**src/rtl/bp_clint_ctrl_pkg.sv**
```systemverilog
// bp_clint_ctrl_pkg
//   Shared definitions for the core-local interruptor (CLINT).
//   - Device base address of the CLINT window.
//   - Register offsets inside the 64 KiB window (msip, mtimecmp, mtime).
//   - Access-size encoding of the uncached I/O command path.
//   - Controller FSM state encoding.
package bp_clint_ctrl_pkg;

  localparam logic [63:0] clint_dev_base_addr = 64'h0000_0000_0200_0000;

  localparam logic [15:0] clint_msip_offset     = 16'h0000;
  localparam logic [15:0] clint_mtimecmp_offset = 16'h4000;
  localparam logic [15:0] clint_mtime_offset    = 16'hBFF8;

  typedef enum logic [1:0] {
    e_size_4 = 2'd2,
    e_size_8 = 2'd3
  } clint_size_e;

  typedef enum logic {
    e_ready = 1'b0,
    e_resp  = 1'b1
  } clint_state_e;

endpackage

```
**src/rtl/bp_clint_mtime_counter.sv**
```systemverilog
// bp_clint_mtime_counter
//   Prescaler plus the free-running 64-bit machine timer.
//   The prescaler counts 0..timer_div_p-1 and mtime steps by one each time it
//   wraps. A write (i_w_v) overrides the selected halves of mtime; in that
//   cycle any pending increment is dropped and unselected halves keep their
//   current (pre-increment) value. Writes never touch the prescaler.
// Ports:
//   i_clk, i_reset      clock, synchronous active-high reset
//   i_w_v               write mtime this cycle
//   i_w_mask_lo/hi      which 32-bit halves take i_w_data
//   i_w_data            write value, already placed in the target half
//   o_mtime             current mtime
module bp_clint_mtime_counter #(
  parameter int timer_div_p = 8
) (
  input  logic        i_clk,
  input  logic        i_reset,
  input  logic        i_w_v,
  input  logic        i_w_mask_lo,
  input  logic        i_w_mask_hi,
  input  logic [63:0] i_w_data,
  output logic [63:0] o_mtime
);

  localparam int pw_lp = (timer_div_p > 1) ? $clog2(timer_div_p) : 1;
  localparam logic [pw_lp-1:0] presc_max_lp = pw_lp'(timer_div_p - 1);

  logic [pw_lp-1:0] r_presc;
  logic [63:0]      r_mtime;
  logic             w_wrap;
  logic [63:0]      w_mtime_written;

  assign w_wrap = (r_presc == presc_max_lp);

  assign w_mtime_written = {i_w_mask_hi ? i_w_data[63:32] : r_mtime[63:32],
                            i_w_mask_lo ? i_w_data[31:0]  : r_mtime[31:0]};

  always_ff @(posedge i_clk) begin
    if (i_reset) begin
      r_presc <= '0;
      r_mtime <= '0;
    end else begin
      r_presc <= w_wrap ? '0 : r_presc + 1'b1;
      if (i_w_v) begin
        r_mtime <= w_mtime_written;
      end else if (w_wrap) begin
        r_mtime <= r_mtime + 64'd1;
      end
    end
  end

  assign o_mtime = r_mtime;

endmodule

```
**src/rtl/bp_clint_ctrl.sv**
```systemverilog
// bp_clint_ctrl
//   CLINT controller for the 0x0200_0000 window. Owns msip, mtimecmp and
//   mtime, services one memory-mapped request at a time and drives the
//   per-core software and timer interrupt lines.
// Ports:
//   clk_i, reset_i        clock, synchronous active-high reset
//   cmd_v_i/cmd_ready_o   request handshake
//   cmd_w_i               1 = write, 0 = read
//   cmd_addr_i            physical byte address
//   cmd_size_i            2 = 4B, 3 = 8B (others illegal)
//   cmd_data_i            write data, LSB-aligned
//   resp_v_o/resp_yumi_i  response handshake
//   resp_data_o           read data (0 for writes and errors)
//   resp_err_o            unmapped / illegal size / misaligned
//   software_irq_o        msip per core
//   timer_irq_o           registered mtime >= mtimecmp per core
//   dbg_state_o           controller FSM state
//
// Handshake: a request transfers on a clock edge where cmd_v_i and
// cmd_ready_o are both high; the response transfers on an edge where
// resp_v_o and resp_yumi_i are both high. While resp_v_o is high the
// response data/err are held and cmd_ready_o is low, so at most one request
// is ever outstanding.
module bp_clint_ctrl
  import bp_clint_ctrl_pkg::*;
#(
  parameter int num_core_p    = 1,
  parameter int paddr_width_p = 56,
  parameter int timer_div_p   = 8
) (
  input  logic                     clk_i,
  input  logic                     reset_i,
  input  logic                     cmd_v_i,
  output logic                     cmd_ready_o,
  input  logic                     cmd_w_i,
  input  logic [paddr_width_p-1:0] cmd_addr_i,
  input  logic [1:0]               cmd_size_i,
  input  logic [63:0]              cmd_data_i,
  output logic                     resp_v_o,
  output logic [63:0]              resp_data_o,
  output logic                     resp_err_o,
  input  logic                     resp_yumi_i,
  output logic [num_core_p-1:0]    software_irq_o,
  output logic [num_core_p-1:0]    timer_irq_o,
  output clint_state_e             dbg_state_o
);

  clint_state_e r_state, w_state_n;

  logic [num_core_p-1:0] r_msip;
  logic [63:0]           r_mtimecmp [num_core_p];
  logic [num_core_p-1:0] r_timer_irq;
  logic [63:0]           r_resp_data;
  logic                  r_resp_err;

  logic [15:0] w_off;
  logic        w_base_hit, w_is_4, w_is_8, w_misalign;
  logic        w_msip_hit, w_cmp_hit, w_mtime_hit, w_err;
  logic [3:0]  w_msip_idx, w_cmp_idx;
  logic        w_accept, w_wr_ok;
  logic        w_msip_sel;
  logic [63:0] w_cmp_sel, w_reg64, w_rd_data, w_wdata, w_mtime;
  logic        w_mask_lo, w_mask_hi, w_mt_wv;

  // ---------------- address decode ----------------
  assign w_off      = cmd_addr_i[15:0];
  assign w_base_hit = (cmd_addr_i[31:16] == clint_dev_base_addr[31:16]) &&
                      (cmd_addr_i[paddr_width_p-1:32] == '0);
  assign w_is_4     = (cmd_size_i == e_size_4);
  assign w_is_8     = (cmd_size_i == e_size_8);
  assign w_misalign = w_is_4 ? (|w_off[1:0]) : (|w_off[2:0]);

  assign w_msip_idx  = w_off[5:2];
  assign w_cmp_idx   = w_off[6:3];
  assign w_msip_hit  = (w_off[15:6] == clint_msip_offset[15:6]) &&
                       ({1'b0, w_msip_idx} < 5'(num_core_p));
  assign w_cmp_hit   = (w_off[15:7] == clint_mtimecmp_offset[15:7]) &&
                       ({1'b0, w_cmp_idx} < 5'(num_core_p));
  assign w_mtime_hit = (w_off[15:3] == clint_mtime_offset[15:3]);

  // msip is a 32-bit register, so an 8B access to it is an error too.
  assign w_err = !(w_is_4 || w_is_8) || w_misalign || !w_base_hit ||
                 !(w_msip_hit || w_cmp_hit || w_mtime_hit) ||
                 (w_msip_hit && w_is_8);

  assign w_accept = (r_state == e_ready) && cmd_v_i;
  assign w_wr_ok  = w_accept && cmd_w_i && !w_err;

  // Per-core selects done as loops so the index width never has to match
  // the array depth.
  always_comb begin
    w_msip_sel = 1'b0;
    w_cmp_sel  = '0;
    for (int i = 0; i < num_core_p; i++) begin
      if (w_msip_idx == 4'(i)) w_msip_sel = r_msip[i];
      if (w_cmp_idx == 4'(i))  w_cmp_sel  = r_mtimecmp[i];
    end
  end

  assign w_reg64 = w_mtime_hit ? w_mtime : w_cmp_sel;

  always_comb begin
    w_rd_data = '0;
    if (!w_err && !cmd_w_i) begin
      if (w_msip_hit)  w_rd_data = {63'b0, w_msip_sel};
      else if (w_is_8) w_rd_data = w_reg64;
      else if (w_off[2]) w_rd_data = {32'b0, w_reg64[63:32]};
      else             w_rd_data = {32'b0, w_reg64[31:0]};
    end
  end

  // A 4B write's data is replicated into both halves; the masks pick one.
  assign w_wdata   = w_is_8 ? cmd_data_i : {2{cmd_data_i[31:0]}};
  assign w_mask_lo = w_is_8 || !w_off[2];
  assign w_mask_hi = w_is_8 ||  w_off[2];
  assign w_mt_wv   = w_wr_ok && w_mtime_hit;

  bp_clint_mtime_counter #(
    .timer_div_p(timer_div_p)
  ) u_mtime (
    .i_clk      (clk_i),
    .i_reset    (reset_i),
    .i_w_v      (w_mt_wv),
    .i_w_mask_lo(w_mask_lo),
    .i_w_mask_hi(w_mask_hi),
    .i_w_data   (w_wdata),
    .o_mtime    (w_mtime)
  );

  // ---------------- register file and response ----------------
  always_ff @(posedge clk_i) begin
    if (reset_i) begin
      r_msip      <= '0;
      r_timer_irq <= '0;
      r_resp_data <= '0;
      r_resp_err  <= 1'b0;
      for (int i = 0; i < num_core_p; i++) r_mtimecmp[i] <= '1;
    end else begin
      for (int i = 0; i < num_core_p; i++) begin
        if (w_wr_ok && w_msip_hit && (w_msip_idx == 4'(i)))
          r_msip[i] <= cmd_data_i[0];
        if (w_wr_ok && w_cmp_hit && (w_cmp_idx == 4'(i))) begin
          if (w_mask_lo) r_mtimecmp[i][31:0]  <= w_wdata[31:0];
          if (w_mask_hi) r_mtimecmp[i][63:32] <= w_wdata[63:32];
        end
        r_timer_irq[i] <= (w_mtime >= r_mtimecmp[i]);
      end
      if (w_accept) begin
        r_resp_data <= w_rd_data;
        r_resp_err  <= w_err;
      end
    end
  end

  // ---------------- FSM ----------------
  always_ff @(posedge clk_i) begin
    if (reset_i) r_state <= e_ready;
    else         r_state <= w_state_n;
  end

  always_comb begin
    w_state_n   = r_state;
    cmd_ready_o = 1'b0;
    resp_v_o    = 1'b0;
    case (r_state)
      e_ready: begin
        cmd_ready_o = 1'b1;
        if (cmd_v_i) w_state_n = e_resp;
      end
      e_resp: begin
        resp_v_o = 1'b1;
        if (resp_yumi_i) w_state_n = e_ready;
      end
      default: w_state_n = e_ready;
    endcase
  end

  assign resp_data_o    = r_resp_data;
  assign resp_err_o     = r_resp_err;
  assign software_irq_o = r_msip;
  assign timer_irq_o    = r_timer_irq;
  assign dbg_state_o    = r_state;

endmodule

```
**config.mk**
```make
export PLATFORM = sky130hd
export DESIGN_NAME = bp_clint_ctrl
export DESIGN_NICKNAME = d
export VERILOG_FILES = /design/src/rtl/bp_clint_ctrl_pkg.sv /design/src/rtl/bp_clint_mtime_counter.sv /design/src/rtl/bp_clint_ctrl.sv
export SDC_FILE = /design/constraint.sdc
export NUM_CORES = 1
export LEC_CHECK = 0
export ABC_AREA = 0
export BUFFER_PORTS_ARGS = -buffer_cell sky130_fd_sc_hd__buf_2
export CAP_MARGIN = 20
export CORE_MARGIN = 2
export CORE_UTILIZATION = 45
export CTS_BUF_LIST = sky130_fd_sc_hd__clkbuf_8
export DETAILED_ROUTE_END_ITERATION = 12
export PLACE_DENSITY = 0.7
export SLEW_MARGIN = 20
export SYNTH_ARGS = -nofsm -noshare
export SYNTH_HDL_FRONTEND = slang
export SYNTH_SLANG_ARGS = --single-unit
```
**constraint.sdc**
```tcl
create_clock -name clk_i -period 3.2 [get_ports clk_i]
set_input_delay 0.64 -clock clk_i [delete_from_list [all_inputs] [get_ports clk_i]]
set_output_delay 0.64 -clock clk_i [all_outputs]
set_load 0.005 [all_outputs]
```
* Yosys cells after proc, flatten, opt, wreduce, memory -nomap -nowiden *
Memory sizes are Yosys's and may differ from the RTL's.
Index checks and enable logic that the tools add are counted.

word-level totals
  flip-flop bits (word level) = 135
  RAM bits = 64
  input bits = 127
  output and inout bits = 70
  word-level logic and storage cells = 92
  memories kept = 1

memory list
  name        depth  bits a word  read ports  clocked after memory_dff  wr ports  line                 RTL
  r_mtimecmp  1      64           1           0                         2         bp_clint_ctrl.sv:51  logic [63:0] r_mtimecmp [num_core_p];

operators by class
  add/sub/neg operators = 2
  order comparisons = 3
  equal/unequal tests = 8
  multiplexer cells = 30
  bitwise logic cells = 1
  reduce and logical (&&, ||, !) cells = 39

operators with widths
  cell                                                                  number
  64-bit two-way mux                                                    9
  32-bit two-way mux                                                    3
  64-bit by 1-bit adder with 64-bit output, second input constant       1
  64-bit greater-or-equal comparator                                    1
  64-bit OR reduction                                                   1
  24-bit zero test                                                      1
  16-bit by 10-bit == test with 1-bit output, second input constant     1
  1-bit two-way mux                                                     16
  13-bit == test, second input constant                                 1
  1-bit logical AND                                                     13
  10-bit zero test                                                      1
  9-bit by 8-bit == test with 1-bit output, second input constant       1
  1-bit logical OR                                                      9
  4-bit zero test                                                       2
  4-bit by 1-bit < comparator with 1-bit output, second input constant  2
  1-bit zero test                                                       6
  2-bit == test, second input constant                                  2
  2-bit inequality test, second input constant                          2
  2-bit AND reduction                                                   2
  2-bit OR reduction                                                    2
  3-bit by 1-bit adder with 3-bit output, second input constant         1
  3-bit == test, second input constant                                  1
  3-bit OR reduction                                                    1
  2-bit two-way mux                                                     1
  other kinds (3)                                                       3

* Depth between registers and ports, before layout *
  depth in word-level cells = 16
  mapped depth = 10
  depth with buffers taken out = 9

* By module *
From an unflattened synthesis, not the netlist that was laid out.

second synthesis, totals
  cells, all modules = 1423
  area, all modules = 12238.0 sq um

modules (own cells, without submodules)
  module                  instances  cells each  area each (sq um)  sequential area each (sq um)
  bp_clint_ctrl           1          857         8006.4             3283.1
  bp_clint_mtime_counter  1          566         4231.6             1341.3

* Least setup slack after synthesis *
No wires, ideal clock.

  path type = input to register
  from = in cmd_addr_i[1]
  to = mem r_mtimecmp[0][0] (enable)
  setup time = 0.388 ns
  arrival time = 2.623 ns
  required time = 2.812 ns
  path slack = 0.189 ns
  stages on the path = 6
  path buffers = 1
  path through = nor4b_1 > nand4_1 > nor4_1 > clkbuf_1 > and4_1 > a21o_1

RTL lines
  item                line                 RTL
  start: declaration  bp_clint_ctrl.sv:36  input logic [paddr_width_p-1:0] cmd_addr_i,
  end: declaration    bp_clint_ctrl.sv:51

* Worst setup path after layout *
  from = reg u_mtime.r_mtime[0] (netlist: u_mtime.o_mtime[0])
  to = reg u_mtime.r_mtime[62] (netlist: u_mtime.o_mtime[62])

between the ends
  cells in the longest elaborated chain, start to end = 3

ends and longest elaborated chain
  item                                      line                          RTL
  start: declaration                        bp_clint_mtime_counter.sv:29  logic [63:0] r_mtime;
  start signal: assignment                  bp_clint_mtime_counter.sv:45  r_mtime <= w_mtime_written;
  start signal: assignment                  bp_clint_mtime_counter.sv:47  r_mtime <= r_mtime + 64'd1;
  64-bit by 1-bit adder with 64-bit output  bp_clint_mtime_counter.sv:47
  64-bit two-way mux                        bp_clint_mtime_counter.sv:46  end else if (w_wrap) begin
  64-bit two-way mux                        bp_clint_mtime_counter.sv:44  if (i_w_v) begin

Every way passes these cells. The select of a mux whose other input is x is not followed.
A chain may end at the register's enable or synchronous reset.

==> run summary <==
Avg Cell Area, Syn - 8.559 µm²
Max Slew Vio Count - 0
number of global-route vias before repair - 10.93k
DP HPWL - 31060 µm
layout cells sized above 1 - 0.2116
# diodes - 0
P&R area growth vs syn - 18.87%
Crit Path Class - reg -> reg
Sink Count - 199
post-synth cell types - 67
chip width - 163.6 µm
largest net degree at the start of global routing - 65
I/O Buffers - 196
relative slew slack - 0.3883
status - finished, final reports clean
nets@finish - 1736
Synth Instances - 1340
core area - 25110 µm²
first-pass GRT wire length - 62240 µm
CTS-repair resized insts - 0
Post-Synth Simple-Gate Area - 0.2114
top cell type by total area after synthesis - dfxtp_1
# DRC - 0
post-synthesis mux area share - 0.02106
CTS Buffer Depth - 2
# setup viols final - 0
CTS tree - yes
Peak supply drop - 0.1963 mV
fin area - 13630 µm²
post-route insts no fill - 1885
Die ar. - 26780 µm²
All-Layer GR Usage - 0.3022
Cell Rows - 58
Sequential Area - 4624 µm²
mapped cell area - 11470 µm²
via count - 11.88k
Final Skew - 0.02147 ns
final-report hold violation count - 0
GP Congestion - 0.9575
Post-Synth XOR/XNOR Area - 0
Fillers - 2388
DRT antenna net count - 0
Synth Area in Compound Gates - 0.2367
number of synthesized flops with an enable pin - 64
slew of the pin with the lowest slew margin - 0.9175 ns
final worst slack - 0.2173 ns
Multi-input gate area - 6272 µm²
area post-placement - 13240 µm²
pwr/cell area - 355.9 nW/µm²
clock slew at reported path FFs - 0.12 ns
RSZ-0062 raised after global routing - false
Yosys reg bits - 199
CP endpoint kind - flip-flop
total grt overflow - 0
register area share after synthesis - 0.4032
initial antenna violation count - 1
Root Driver - clkbuf_8
drt pass-1 iters - 5
htree depth - 4
critical path peak fanout - 9
DRT iter0 DRCs - 1386
post-synth top area share - 0.2357
max-cap check violation count - 0
top post-synthesis cells by area - dfxtp_1 24%, edfxtp_1 17%, ha_1 7.3%
die height - 163.6 µm
post-synthesis adder-cell area fraction - 0.07310
fmax - 0.3353 GHz
largest family of logic cells by synthesized area - compound AO/OA/AOI/OAI gates
Inserted Clock Buffers - 17
hold buffers post-CTS - 0
postcts setup bufs - 0
part of the cycle the worst path needs - 0.9321
Skew-Pair Late Insertion Delay - 0.50 ns
CP arrival - 3.41 ns
syn nets - 1534
routed wire length - 40320 µm
Avg WL per Cell - 21.39 µm
startpoint type of the worst setup path - flip-flop
FFs w/ async S/R, synth - 0
Yosys Warn Count - 0
Placed Cells - 1853
Critical Path RT - 3.63 ns
Post-synth top flop - dfxtp_1
Final Critical Period - 2.983 ns
Pleak - 5.630 nW
io pins - 197
Initial Util - 0.4567
vias per cell - 6.303
Worst Hold Class - in -> reg
setup TNS - 0 ns
DP Worst Slack - 0.1061 ns
## synth_stat cells, types with 5 or more instances
cell type / n
nor3b_1: 5
a221oi_1: 33
o21a_1: 6
a22oi_1: 35
and4_1: 6
nor2_1: 54
nor4_1: 32
a22o_1: 31
ha_1: 67
a21o_1: 7
or4_1: 8
or3_1: 37
and3_1: 15
o211ai_1: 33
clkbuf_1: 80
nor3_1: 49
a21oi_1: 97
nand2_1: 140
mux2i_1: 23
nand3_1: 54
o21ai_0: 117
inv_1: 74
nand4_1: 31
nand2b_1: 6
dfxtp_1: 135
or2_2: 5
nor2b_1: 6
edfxtp_1: 64
o21ai_1: 5
a211oi_1: 8
a31oi_1: 10
buf_1: 6
## final timing paths
kind                           start                   to  slack [ns]  cells after the start
setup / recovery  u_mtime.o_mtime[0]  u_mtime.o_mtime[62]        0.22                      8
setup reg to reg  u_mtime.o_mtime[0]  u_mtime.o_mtime[62]        0.22                      8
hold / removal           resp_yumi_i          dbg_state_o        0.30                      2
hold reg to reg   u_mtime.r_presc[0]   u_mtime.r_presc[0]        0.45                      1
## registers in the layout, indices dropped and copies added, names as in the netlist
signal,count
timer_irq_o,1
u_mtime.r_presc,3
r_mtimecmp,64
resp_err_o,1
software_irq_o,1
u_mtime.o_mtime,64
resp_data_o,64
dbg_state_o,1
## cell usage in the layout (no fill, tap or decap), drive strengths merged, types with 31 or more instances in the layout
cell    netlist  final
a21oi        97     97
a221oi       33     33
a22o         31     31
a22oi        35     35
buf           9    272
dfxtp       135    135
edfxtp       64     64
ha           67     67
inv          74     81
nand2       140    140
nand3        55     55
nand4        32     32
nor2         54     54
nor3         50     50
nor4         34     34
o211ai       33     33
o21ai       123    123
or3          38     38
## critical path, stage by stage (launching register included)
cell	delay (ns)
dfxtp_1	0.45
ha_1	0.29
nand3_4	0.15
or3_4	0.46
or4_4	0.64
nor3_4	0.23
or4b_1	0.47
o21a_1	0.13
o21ai_2	0.09
## metrics by stage
step                  util  hold WS [ns]  total power, W
CTS                 0.5430        0.3081        0.004833
floorplan                -        0.3977        0.002950
detailed placement  0.5273        0.4187        0.003218
global placement    0.5273        0.4085        0.003212
finish              0.5430        0.3047        0.004852
global route        0.5430        0.3112        0.004995
## per-layer routing
| metal | vias up | wire, µm | track usage | share of wire |
|---|---|---|---|---|
| li1 | 5469 | - | - | - |
| met1 | 5714 | 17350 | 0.4377 | 0.43 |
| met2 | 629 | 17750 | 0.4532 | 0.44 |
| met3 | 70 | 4343 | 0.06501 | 0.11 |
| met4 | 0 | 877 | 0.08293 | 0.022 |
| met5 | - | 0 | 0 | 0 |
## cell type report
cell class	count	share of cell area
Clock inverter	15	0.01175
Inverter	74	0.02037
Sequential cell	199	0.3392
Timing Repair Buffer	272	0.1211
Clock buffer	17	0.01716
Multi-Input combinational cell	978	0.4601
Tap cell	330	0.03029
## power breakdown
group	switching, W	internal [W]	leakage [nW]
combinational	0.000328	0.000174	3.69
sequential	0.0000279	0.00265	1.73
clock	0.00103	0.000648	0.203
total	0.00138	0.00347	5.63
## cells by family (layout without fill, tap and decap cells)
| group | count (synthesis) | in the layout |
|---|---|---|
| adder cells (fa/ha/maj) | 67 | 67 |
| AO/OA/AOI/OAI | 419 | 419 |
| AND/OR/NAND/NOR | 468 | 468 |
| flip-flops | 199 | 199 |
| buffers and inverters | 163 | 378 |
| multiplexers | 24 | 24 |
Power figures use the tool's default switching activity.
